$ cat config.mk
export PLATFORM = sky130hd
export DESIGN_NAME = axi_sram_bridge_mp
export DESIGN_NICKNAME = d
export VERILOG_FILES = /design/src/rtl/axi_sram_bridge_mp.sv
export SDC_FILE = /design/constraint.sdc
export NUM_CORES = 1
export LEC_CHECK = 0
export ABC_AREA = 0
export BUFFER_PORTS_ARGS = -buffer_cell sky130_fd_sc_hd__buf_4
export CORE_AREA = 2 2 152 154
export CTS_BUF_LIST = sky130_fd_sc_hd__clkbuf_4 sky130_fd_sc_hd__clkbuf_8
export CTS_CLUSTER_DIAMETER = 150
export DETAILED_ROUTE_END_ITERATION = 12
export DIE_AREA = 0 0 154 156
export PLACE_DENSITY_LB_ADDON = 0.25
export SETUP_SLACK_MARGIN = 0.3
export SYNTH_ARGS = -nofsm -noshare
export SYNTH_HDL_FRONTEND = slang
export SYNTH_SLANG_ARGS = --single-unit
$ cat constraint.sdc
create_clock -name clk -period 3.25 [get_ports clk]
set_clock_uncertainty 0.05 [all_clocks]
set_input_delay 0.1625 -clock clk [delete_from_list [all_inputs] [get_ports clk]]
set_output_delay 0.1625 -clock clk [all_outputs]
set_load 0.005 [all_outputs]
$ cat src/rtl/axi_sram_bridge_mp.sv
// N-port SRAM-like to AXI3 master bridge: per-port outstanding reads routed by id, one pending write.
// Define AXI_BRIDGE_RR_ARB_EN for round-robin arbitration; otherwise the highest eligible index wins.
module axi_sram_bridge_mp #(
    parameter int N_PORTS = 2,
    parameter int MAX_OUT = 4
) (
    input  logic                   clk,
    input  logic                   reset,
    input  logic [N_PORTS-1:0]     sram_req,
    input  logic [N_PORTS-1:0]     sram_wr,
    input  logic [2*N_PORTS-1:0]   sram_size,
    input  logic [32*N_PORTS-1:0]  sram_addr,
    input  logic [4*N_PORTS-1:0]   sram_wstrb,
    input  logic [32*N_PORTS-1:0]  sram_wdata,
    output logic [N_PORTS-1:0]     sram_addr_ok,
    output logic [N_PORTS-1:0]     sram_data_ok,
    output logic [31:0]            sram_rdata,
    output logic [3:0]             arid,
    output logic [31:0]            araddr,
    output logic [3:0]             arlen,
    output logic [2:0]             arsize,
    output logic [1:0]             arburst,
    output logic [1:0]             arlock,
    output logic [3:0]             arcache,
    output logic [2:0]             arprot,
    output logic                   arvalid,
    input  logic                   arready,
    input  logic [3:0]             rid,
    input  logic [31:0]            rdata,
    input  logic [1:0]             rresp,
    input  logic                   rlast,
    input  logic                   rvalid,
    output logic                   rready,
    output logic [3:0]             awid,
    output logic [31:0]            awaddr,
    output logic [3:0]             awlen,
    output logic [2:0]             awsize,
    output logic [1:0]             awburst,
    output logic [1:0]             awlock,
    output logic [3:0]             awcache,
    output logic [2:0]             awprot,
    output logic                   awvalid,
    input  logic                   awready,
    output logic [3:0]             wid,
    output logic [31:0]            wdata,
    output logic [3:0]             wstrb,
    output logic                   wlast,
    output logic                   wvalid,
    input  logic                   wready,
    input  logic [3:0]             bid,
    input  logic [1:0]             bresp,
    input  logic                   bvalid,
    output logic                   bready
);

    localparam logic [3:0] MAX_CNT = 4'(MAX_OUT);

    logic [N_PORTS-1:0]   rd_elig, wr_elig, elig, grant;
    logic [N_PORTS-1:0]   raw_hit, rsp_rd, rsp_wr, rd_inc, rd_dec;
    logic [3*N_PORTS-1:0] port_size;
    logic [15:0]          elig_pad, grant_pad;
    logic                 gnt_any;
    logic [3:0]           gnt_idx;

    logic                 sel_wr;
    logic [31:0]          sel_addr, sel_data;
    logic [2:0]           sel_size;
    logic [3:0]           sel_strb;

    logic [3:0]  cnt_q [N_PORTS];
    logic [3:0]  cnt_d [N_PORTS];
    logic        arvalid_q, arvalid_d;
    logic [3:0]  arid_q, arid_d;
    logic [31:0] araddr_q, araddr_d;
    logic [2:0]  arsize_q, arsize_d;
    logic        awvalid_q, awvalid_d;
    logic        wvalid_q, wvalid_d;
    logic        wr_busy_q, wr_busy_d;
    logic [3:0]  wr_id_q, wr_id_d;
    logic [31:0] wr_addr_q, wr_addr_d;
    logic [2:0]  wr_size_q, wr_size_d;
    logic [3:0]  wr_strb_q, wr_strb_d;
    logic [31:0] wr_data_q, wr_data_d;

    generate
        for (genvar gi = 0; gi < N_PORTS; gi++) begin : gen_port
            logic [1:0] sz;
            assign sz = sram_size[2*gi +: 2];
            // Size 3 is not a legal 32-bit transfer; clamp it to a word.
            assign port_size[3*gi +: 3] = (sz == 2'b11) ? 3'b010 : {1'b0, sz};
            assign raw_hit[gi] = wr_busy_q && (sram_addr[32*gi+2 +: 30] == wr_addr_q[31:2]);
            assign rd_elig[gi] = sram_req[gi] && !sram_wr[gi] && (cnt_q[gi] < MAX_CNT)
                                 && (!arvalid_q || arready) && !raw_hit[gi];
            assign wr_elig[gi] = sram_req[gi] && sram_wr[gi] && !wr_busy_q && !arvalid_q;
            // A response for a port with nothing outstanding is stale (e.g. issued before reset).
            assign rsp_rd[gi] = rvalid && (rid == 4'(gi)) && (cnt_q[gi] != 4'd0);
            assign rsp_wr[gi] = bvalid && wr_busy_q && (bid == 4'(gi));
            assign rd_inc[gi] = gnt_any && !sel_wr && (gnt_idx == 4'(gi));
            assign rd_dec[gi] = rsp_rd[gi] && rlast;
        end
    endgenerate

    assign elig         = rd_elig | wr_elig;
    assign elig_pad     = 16'(elig);
    assign grant        = grant_pad[N_PORTS-1:0];
    assign sram_addr_ok = grant;
    assign sram_data_ok = rsp_rd | rsp_wr;
    assign sram_rdata   = rdata;

`ifdef AXI_BRIDGE_RR_ARB_EN
    logic [3:0] ptr_q, ptr_d;
    logic [5:0] rr_idx;

    always_comb begin
        gnt_any   = 1'b0;
        gnt_idx   = 4'd0;
        grant_pad = '0;
        ptr_d     = ptr_q;
        rr_idx    = 6'd0;
        for (int k = 0; k < N_PORTS; k++) begin
            rr_idx = {2'b00, ptr_q} + 6'(k);
            if (rr_idx >= 6'(N_PORTS)) rr_idx = rr_idx - 6'(N_PORTS);
            if (!gnt_any && elig_pad[rr_idx[3:0]]) begin
                gnt_any = 1'b1;
                gnt_idx = rr_idx[3:0];
            end
        end
        if (gnt_any) begin
            grant_pad[gnt_idx] = 1'b1;
            ptr_d = (gnt_idx == 4'(N_PORTS-1)) ? 4'd0 : gnt_idx + 4'd1;
        end
    end

    always_ff @(posedge clk) begin
        if (reset) ptr_q <= 4'd0;
        else       ptr_q <= ptr_d;
    end
`else
    always_comb begin
        gnt_any   = 1'b0;
        gnt_idx   = 4'd0;
        grant_pad = '0;
        for (int k = 0; k < N_PORTS; k++) begin
            if (elig[k]) begin
                gnt_any = 1'b1;
                gnt_idx = 4'(k);
            end
        end
        if (gnt_any) grant_pad[gnt_idx] = 1'b1;
    end
`endif

    always_comb begin
        sel_wr   = 1'b0;
        sel_addr = 32'd0;
        sel_size = 3'd0;
        sel_strb = 4'd0;
        sel_data = 32'd0;
        for (int k = 0; k < N_PORTS; k++) begin
            if (gnt_idx == 4'(k)) begin
                sel_wr   = sram_wr[k];
                sel_addr = sram_addr[32*k +: 32];
                sel_size = port_size[3*k +: 3];
                sel_strb = sram_wstrb[4*k +: 4];
                sel_data = sram_wdata[32*k +: 32];
            end
        end
    end

    always_comb begin
        arvalid_d = arvalid_q && !arready;
        arid_d    = arid_q;
        araddr_d  = araddr_q;
        arsize_d  = arsize_q;
        awvalid_d = awvalid_q && !awready;
        wvalid_d  = wvalid_q && !wready;
        wr_busy_d = wr_busy_q && !bvalid;
        wr_id_d   = wr_id_q;
        wr_addr_d = wr_addr_q;
        wr_size_d = wr_size_q;
        wr_strb_d = wr_strb_q;
        wr_data_d = wr_data_q;
        if (gnt_any && !sel_wr) begin
            arvalid_d = 1'b1;
            arid_d    = gnt_idx;
            araddr_d  = sel_addr;
            arsize_d  = sel_size;
        end
        if (gnt_any && sel_wr) begin
            awvalid_d = 1'b1;
            wvalid_d  = 1'b1;
            wr_busy_d = 1'b1;
            wr_id_d   = gnt_idx;
            wr_addr_d = sel_addr;
            wr_size_d = sel_size;
            wr_strb_d = sel_strb;
            wr_data_d = sel_data;
        end
        for (int i = 0; i < N_PORTS; i++) begin
            cnt_d[i] = cnt_q[i];
            if (rd_inc[i] && !rd_dec[i])      cnt_d[i] = cnt_q[i] + 4'd1;
            else if (!rd_inc[i] && rd_dec[i]) cnt_d[i] = cnt_q[i] - 4'd1;
        end
    end

    always_ff @(posedge clk) begin
        if (reset) begin
            arvalid_q <= 1'b0;
            arid_q    <= 4'd0;
            araddr_q  <= 32'd0;
            arsize_q  <= 3'd0;
            awvalid_q <= 1'b0;
            wvalid_q  <= 1'b0;
            wr_busy_q <= 1'b0;
            wr_id_q   <= 4'd0;
            wr_addr_q <= 32'd0;
            wr_size_q <= 3'd0;
            wr_strb_q <= 4'd0;
            wr_data_q <= 32'd0;
            for (int i = 0; i < N_PORTS; i++) cnt_q[i] <= 4'd0;
        end else begin
            arvalid_q <= arvalid_d;
            arid_q    <= arid_d;
            araddr_q  <= araddr_d;
            arsize_q  <= arsize_d;
            awvalid_q <= awvalid_d;
            wvalid_q  <= wvalid_d;
            wr_busy_q <= wr_busy_d;
            wr_id_q   <= wr_id_d;
            wr_addr_q <= wr_addr_d;
            wr_size_q <= wr_size_d;
            wr_strb_q <= wr_strb_d;
            wr_data_q <= wr_data_d;
            for (int i = 0; i < N_PORTS; i++) cnt_q[i] <= cnt_d[i];
        end
    end

    assign arid    = arid_q;
    assign araddr  = araddr_q;
    assign arlen   = 4'd0;
    assign arsize  = arsize_q;
    assign arburst = 2'b01;
    assign arlock  = 2'b00;
    assign arcache = 4'd0;
    assign arprot  = 3'd0;
    assign arvalid = arvalid_q;
    assign rready  = 1'b1;
    assign awid    = wr_id_q;
    assign awaddr  = wr_addr_q;
    assign awlen   = 4'd0;
    assign awsize  = wr_size_q;
    assign awburst = 2'b01;
    assign awlock  = 2'b00;
    assign awcache = 4'd0;
    assign awprot  = 3'd0;
    assign awvalid = awvalid_q;
    assign wid     = wr_id_q;
    assign wdata   = wr_data_q;
    assign wstrb   = wr_strb_q;
    assign wlast   = 1'b1;
    assign wvalid  = wvalid_q;
    assign bready  = 1'b1;

    logic unused_sink;
    assign unused_sink = &{1'b0, rresp, bresp, grant_pad, elig_pad};

endmodule

==> results of run 1 <==
layout make-up:
type	instances	area (um2)	share of cell area [%]
multi-input combinational	617	3790	35.4
timing repair buffer	430	3710	34.6
sequential	118	2410	22.5
tap	285	357	3.33
clock buffer	19	255	2.38
clock inverter	13	156	1.46
inverter	6	30.0	0.281
synth_stat cells, types with 2 or more instances:
cell	count
or3_1	2
fa_1	2
dfxtp_1	118
xor2_1	10
nand4_1	12
nand3b_1	2
a211oi_1	42
or4_1	2
buf_4	77
nand2b_1	5
a311oi_1	31
inv_1	4
o21ai_0	2
buf_6	7
nand3_1	4
nand2_1	138
xnor2_1	56
a21o_1	2
clkbuf_1	49
ha_1	6
nor3_1	2
nor4_1	5
a21oi_1	84
a211oi_2	31
conb_1	2
mux2i_1	5
nor2_1	117
tightest hold or removal path, cell delays in order:
cell and delay (ps):
buf_4 80, a21oi_1 60, a211oi_2 190
how the worst min path moves through the flow:
stage / endpoint / slack (ps)
4_1_cts: awaddr[13] / 2
2_1_floorplan: awaddr[12] / 250
3_5_place_dp: sram_rdata[11] / 280
3_3_place_gp: sram_rdata[11] / 280
6_report: wdata[18] / 40
5_1_grt: wdata[18] / 10
registers in the layout, summed over array words and instances (netlist names):
register   flops
araddr        32
awaddr        32
wdata         32
cnt_q          8
wstrb          4
arsize         2
awsize         2
arid           1
arvalid        1
awid           1
awvalid        1
wr_busy_q      1
wvalid         1
power groups by stage:
stage	registers (mW)	logic [mW]	clock network (mW)
finish	1.87	1.98	1.46
global route	1.90	2.16	1.57
CTS	1.86	1.92	1.51
detailed placement	1.89	1.78	0
global placement	1.88	1.77	0
floorplan	1.88	1.01	0
kinds of logic (layout without fill, tap and decap cells):
logic type | Yosys count | after routing | synth area share, %
muxes | 5 | 5 | 0.748
buffers and inverters | 140 | 468 | 13.0
AOI/OAI and AO/OA | 198 | 198 | 22.2
other | 2 | 44 | 0.112
DFF | 118 | 118 | 35.3
xor gates and xnor gates | 66 | 66 | 8.64
and+or+nand+nor | 296 | 296 | 18.3
adders and majority gates | 8 | 8 | 1.72
layer usage:
metal / track usage [%] / vias up / share of wire (%)
met5: 0 / - / 0
met4: 8.63 / 0 / 3.1
met3: 5.56 / 54 / 6.7
met2: 36.8 / 288 / 50
met1: 24.6 / 3375 / 40
li1: - / 3468 / -
repair_timing:
action	CTS	global route
pin swaps	0	11
hold endpoints to repair	105	0
setup endpoints to repair	4	80
gates resized for setup	5	24
hold buffers	135	0
gates cloned	0	2
setup buffers	0	3
==> impl_metrics.json, run 1 <==
{
  "status": "complete, no violations",
  "grt_pass1_wl_mm": 39.7,
  "path_clk_slew_ps": 80,
  "gp_congestion": 0.795,
  "vias_per_cell": 4.83,
  "grt_use_total_pct": 21.1,
  "switching_share_pct": 35.0,
  "min_path_cells": 3,
  "antenna_found_initial": 0,
  "synth_cells": 833,
  "p_sw_mw": 1.86,
  "final_cell_mix": "buf_4 (284), nand2_1 (137), dlygate4sd3_1 (135), nor2_1 (115), dfxtp_1 (91)",
  "dp_hpwl_mm": 17.3,
  "hold_ws_ps": 44.7,
  "first_global_vias": 7131,
  "min_period_over_period_pct": 96.0,
  "end_kind": "flip-flop",
  "peakVddDrop_mv": 0.277,
  "crit_required_ps": 3560,
  "yosysWarningCount": 0,
  "fin_util_pct": 47.9,
  "design_area_um2": 10700,
  "fin_cells": 1488,
  "fillers": 2120,
  "synth_area_um2": 6690,
  "wl_mm": 26.5,
  "synth_ff_type": "dfxtp_1",
  "p_comb_share_pct": 37.3,
  "dp_slack_ps": -15.3,
  "cp_num_cells": 14,
  "synthArstFlopShare_pct": 0,
  "leakagePower_nw": 4.65,
  "worst_r2r_path_depth": 14,
  "cp_top_family": "simple AND/OR/NAND/NOR gates",
  "hold_start": "sram_wdata[50]",
  "avgSynthCellArea_um2": 8.03,
  "r2r_end": "cnt_q[0][3]",
  "setup_violations": 0,
  "yosysTopAreaCell": "dfxtp_1",
  "synth.ff_latch_count": 118,
  "hold_viol": 0,
  "p_per_area_nw_per_um2": 496,
  "power.total_mw": 5.32,
  "critPathBufInv": 1,
  "maxCapViolCount": 0,
  "wl_per_cell_um": 17.8,
  "dp.cells": 1316,
  "diodes": 0,
  "final_common_cell": "buf_4",
  "power_frac_clock_pct": 27.5,
  "ys_seq_area_share_pct": 35.3,
  "synth_edf_count": 0,
  "grt_max_degree": 73,
  "drive_gt1_share_pct": 34.4,
  "r2r_start": "awaddr[30]",
  "first_iter_violations": 324,
  "finalWorstSetupSlack_ps": 131,
  "max-clock-path-buffers": 2,
  "crit_type": "flip-flop to flip-flop",
  "start_util_pct": 29.9,
  "critPathLaunchType": "flip-flop",
  "r2r_slack_ps": 130,
  "insertion_delay_ps": 440,
  "drc": 0,
  "min_path_type": "primary input to flip-flop",
  "io_buffers": 273,
  "cp_max_fo": 4,
  "netlist_top_cells_area": "dfxtp_1 (35%), buf_4 (8.6%), nand2_1 (7.7%), xnor2_1 (7.3%), nor2_1 (6.6%)",
  "finalSetupTns_ps": 0,
  "clock_sinks": 118,
  "synth_cell_types": 43,
  "die_y_um": 156,
  "dr.pass1.iters": 5,
  "coreArea_um2": 22400,
  "cts-root-buf": "clkbuf_8",
  "path_cells": "xnor2_4 > nand4_1 > or4_4 > nor4_4 > or2_4 > nor2_2 > ha_2 > inv_2 > ha_1 > a21o_1 > a21oi_2 > xnor2_1 > or3_1 > a21oi_2",
  "grt-ovfl-total": 0,
  "cts_tree": "yes",
  "num-nets-final": 1394,
  "ios": 386,
  "dieWidth_um": 154,
  "rows": 55,
  "htreeDepth": 4,
  "place_area_um2": 8690,
  "rsz0062_at_grt": "true",
  "area_delta_synth_final_pct": 60.1,
  "critPathMostFrequentCell": "a21oi_2",
  "numCtsBuffers": 17,
  "fin_crit_ps": 3120,
  "relSlewSlack_pct": 56.9,
  "tightestPinTransition_ps": 645,
  "cp.arrival_ps": 3430,
  "slew_viol_final": 0,
  "ant_nets": 0,
  "fmax_mhz": 321,
  "p_seq_share_pct": 35.2,
  "vias": 7185,
  "die-area_um2": 24000,
  "critPathMaxStageDelay_ps": 570,
  "setup.worst_path.start": "awaddr[30]",
  "endpoint": "cnt_q[0][3]",
  "p_int_mw": 3.45,
  "critPathSlowestCell": "or4_4",
  "synth_top_area_share_pct": 35.3
}
No activity file was read; power rests on OpenSTA's default activity.
==> run 2, diff against run 1 <==
Settings changed: ABC_AREA 0 to 1, CORE_AREA 2 2 152 154 to 2 2 151 153, DIE_AREA 0 0 154 156 to 0 0 153 155, SETUP_SLACK_MARGIN 0.3 to 0.15.
==> impl_metrics.json, run 2 <==
{
  "synthArstFlopShare_pct": 0,
  "netlist_top_cells_area": "dfxtp_1 (29%), nand2_1 (25%), nor2_1 (11%), buf_4 (8.0%), inv_1 (7.2%)",
  "grt_use_total_pct": 22.0,
  "multi_input_area_um2": 4330,
  "min_period_over_period_pct": 89.9,
  "synth_xor_area_share_pct": 1.53,
  "synth_area_um2": 8010,
  "synth_cells": 1407,
  "numCtsBuffers": 17,
  "crit_type": "flip-flop to flip-flop",
  "route.met2.wl_mm": 12.8,
  "grt_max_degree": 97,
  "path_clk_slew_ps": 80,
  "synth_top_area_share_pct": 29.5,
  "dp_slack_ps": 150,
  "final_cell_mix": "nand2_1 (527), buf_4 (286), nor2_1 (238), inv_1 (153), nand3_1 (106)",
  "wl_met1_mm": 11.4,
  "p_per_area_nw_per_um2": 493,
  "synth-simple-area-share_pct": 44.0,
  "fillers": 2332,
  "critPathMostFrequentCell": "nand2_1",
  "dr_wl_met3_mm": 2.13,
  "avgSynthCellArea_um2": 5.69,
  "cp.arrival_ps": 3270,
  "tightestPinTransition_ps": 996,
  "insertion_delay_ps": 450,
  "maxCapViolCount": 0,
  "htreeDepth": 4,
  "yosysTopAreaCell": "dfxtp_1",
  "clock_sinks": 118,
  "hold_viol": 0,
  "area_delta_synth_final_pct": 37.1,
  "grt-ovfl-total": 0,
  "peakVddDrop_mv": 0.282,
  "cp_num_cells": 15,
  "critPathLaunchType": "flip-flop",
  "wl_per_cell_um": 13.7,
  "first_global_vias": 8323,
  "dp_hpwl_mm": 19.6,
  "finalSetupTns_ps": 0,
  "critPathSlowestCell": "buf_4",
  "dieWidth_um": 153,
  "worst_r2r_path_depth": 15,
  "final_common_cell": "nand2_1",
  "critPathBufInv": 3,
  "end_kind": "flip-flop",
  "dr.pass1.iters": 6,
  "yosysWarningCount": 0,
  "hold_ws_ps": 18.9,
  "synth.ff_latch_count": 118,
  "num-nets-final": 1891,
  "antenna_found_initial": 0,
  "grt_pass1_wl_mm": 41.9,
  "relSlewSlack_pct": 33.6,
  "drc": 0,
  "rows": 55,
  "min_path_cells": 5,
  "synth.most_common_cell": "nand2_1",
  "leakagePower_nw": 6.13,
  "rsz0062_at_grt": "true",
  "vias": 9051,
  "first_iter_violations": 596,
  "start_util_pct": 36.0,
  "cts-root-buf": "clkbuf_8",
  "ant_nets": 0,
  "cts_tree": "yes",
  "yosys.area_share.adder_pct": 1.44,
  "status": "complete, no violations",
  "crit_required_ps": 3600,
  "max-clock-path-buffers": 2,
  "synth_top_family_by_area": "simple AND/OR/NAND/NOR gates",
  "critPathMaxStageDelay_ps": 640,
  "fin_crit_ps": 2920,
  "die-area_um2": 23700,
  "yosys-top-cells-count": "nand2_1 (528), nor2_1 (242), inv_1 (154)",
  "cp_top_family": "buffers and inverters",
  "highest-signal-layer": "met4",
  "synth_edf_count": 0,
  "fmax_mhz": 342,
  "synth_cell_types": 32,
  "diodes": 0,
  "path_cells": "buf_4 > xnor2_1 > nand2_1 > nor2_1 > nand2_1 > nor2_1 > nand2_1 > nand2_4 > nand2_2 > buf_4 > nand2_1 > nand2_1 > dlygate4sd3_1 > nor2_1 > nor2_1",
  "die_y_um": 155,
  "synth.area.mux_share_pct": 0,
  "synth-compound-area-share_pct": 4.34,
  "min_path_type": "primary input to flip-flop",
  "wl_mm": 27.1,
  "synth_ff_type": "dfxtp_1",
  "gp_congestion": 0.890,
  "coreArea_um2": 22200,
  "io_buffers": 273,
  "cp_max_fo": 73,
  "drive_gt1_share_pct": 21.9,
  "slew_viol_final": 0,
  "ios": 386,
  "finalWorstSetupSlack_ps": 328,
  "setup_violations": 0,
  "regArea_um2": 2390,
  "ys_seq_area_share_pct": 29.5,
  "vias_per_cell": 4.56
}
==> run 2: cell types whose count changed after synthesis, moves of 9 or more <==
cell,previous run,this run
nand2_1,138,528
inv_1,4,154
nor2_1,117,242
nand3_1,4,106
xnor2_1,56,7
a21oi_1,84,43
a211oi_1,42,2
clkbuf_1,49,14
a211oi_2,31,0
a311oi_1,31,0
buf_2,1,27
inv_2,1,14
o21ai_0,2,15
buf_1,0,9
==> run 2: kinds of logic (layout without fill, tap and decap cells) <==
family	after synthesis	after routing
compound gates	65	65
xor+xnor	14	14
flops	118	118
simple gates	892	892
buf+inv	308	559
fa+ha+maj	8	8
other cells	2	44
==> run 2: worst reg2reg max path, stage by stage, from the launching register on <==
cell and delay, ps:
dfxtp_2 350, buf_4 140, xnor2_1 110, nand2_1 110, nor2_1 70, nand2_1 80
nor2_1 50, nand2_1 120, nand2_4 110, nand2_2 80, buf_4 640, nand2_1 160
nand2_1 110, dlygate4sd3_1 550, nor2_1 50, nor2_1 90
==> run 2: timing repair <==
| action | 4_1_cts | 5_1_grt |
|---|---|---|
| hold buffers | 67 | 1 |
| pin swaps | 0 | 12 |
| setup endpoints to repair | 1 | 33 |
| hold endpoints to repair | 40 | 1 |
| resized for setup | 6 | 28 |
| setup buffers | 0 | 2 |
==> run 2: per-stage QoR <==
step	total power, mW	cell area [um2]	utilization, %	cells
after floorplan	3.18	8170	-	1449
after global placement	3.95	9850	44.3	1883
after detailed placement	3.97	9850	44.3	1883
after CTS	5.41	10900	49.0	1982
after global routing	5.83	11000	49.4	1985
final	5.41	11000	49.4	1985
==> run 2: routing by layer <==
metal  vias to the layer above  global-route usage [%]
met1                      3987                    26.3
met3                        52                    6.07
met4                         0                    8.38
met2                       351                    37.8
li1                       4661                       -
met5                         -                       0
==> run 2: final cells by class <==
class	instances	share of cell area, %
well taps	285	3.25
flip-flops and latches	118	21.8
repair buffers	357	26.3
inverters	170	5.82
clock inverters	14	1.15
multi-input cells	1023	39.4
clock buffers	18	2.26
==> run 2: power by group <==
part           internal [mW]  total (mW)  switching [mW]
clock                  0.627        1.31           0.685
combinational          0.994        2.20            1.21
sequential              1.70        1.90           0.199
==> run 2: final timing paths <==
check | end | slack [ps] | startpoint
worst max-delay path | wdata[13] | 330 | awaddr[18]
worst min-delay path | wdata[11] | 20 | sram_wdata[43]
worst max register to register | wdata[13] | 330 | awaddr[18]
worst min register to register | arid[0] | 420 | arid[0]
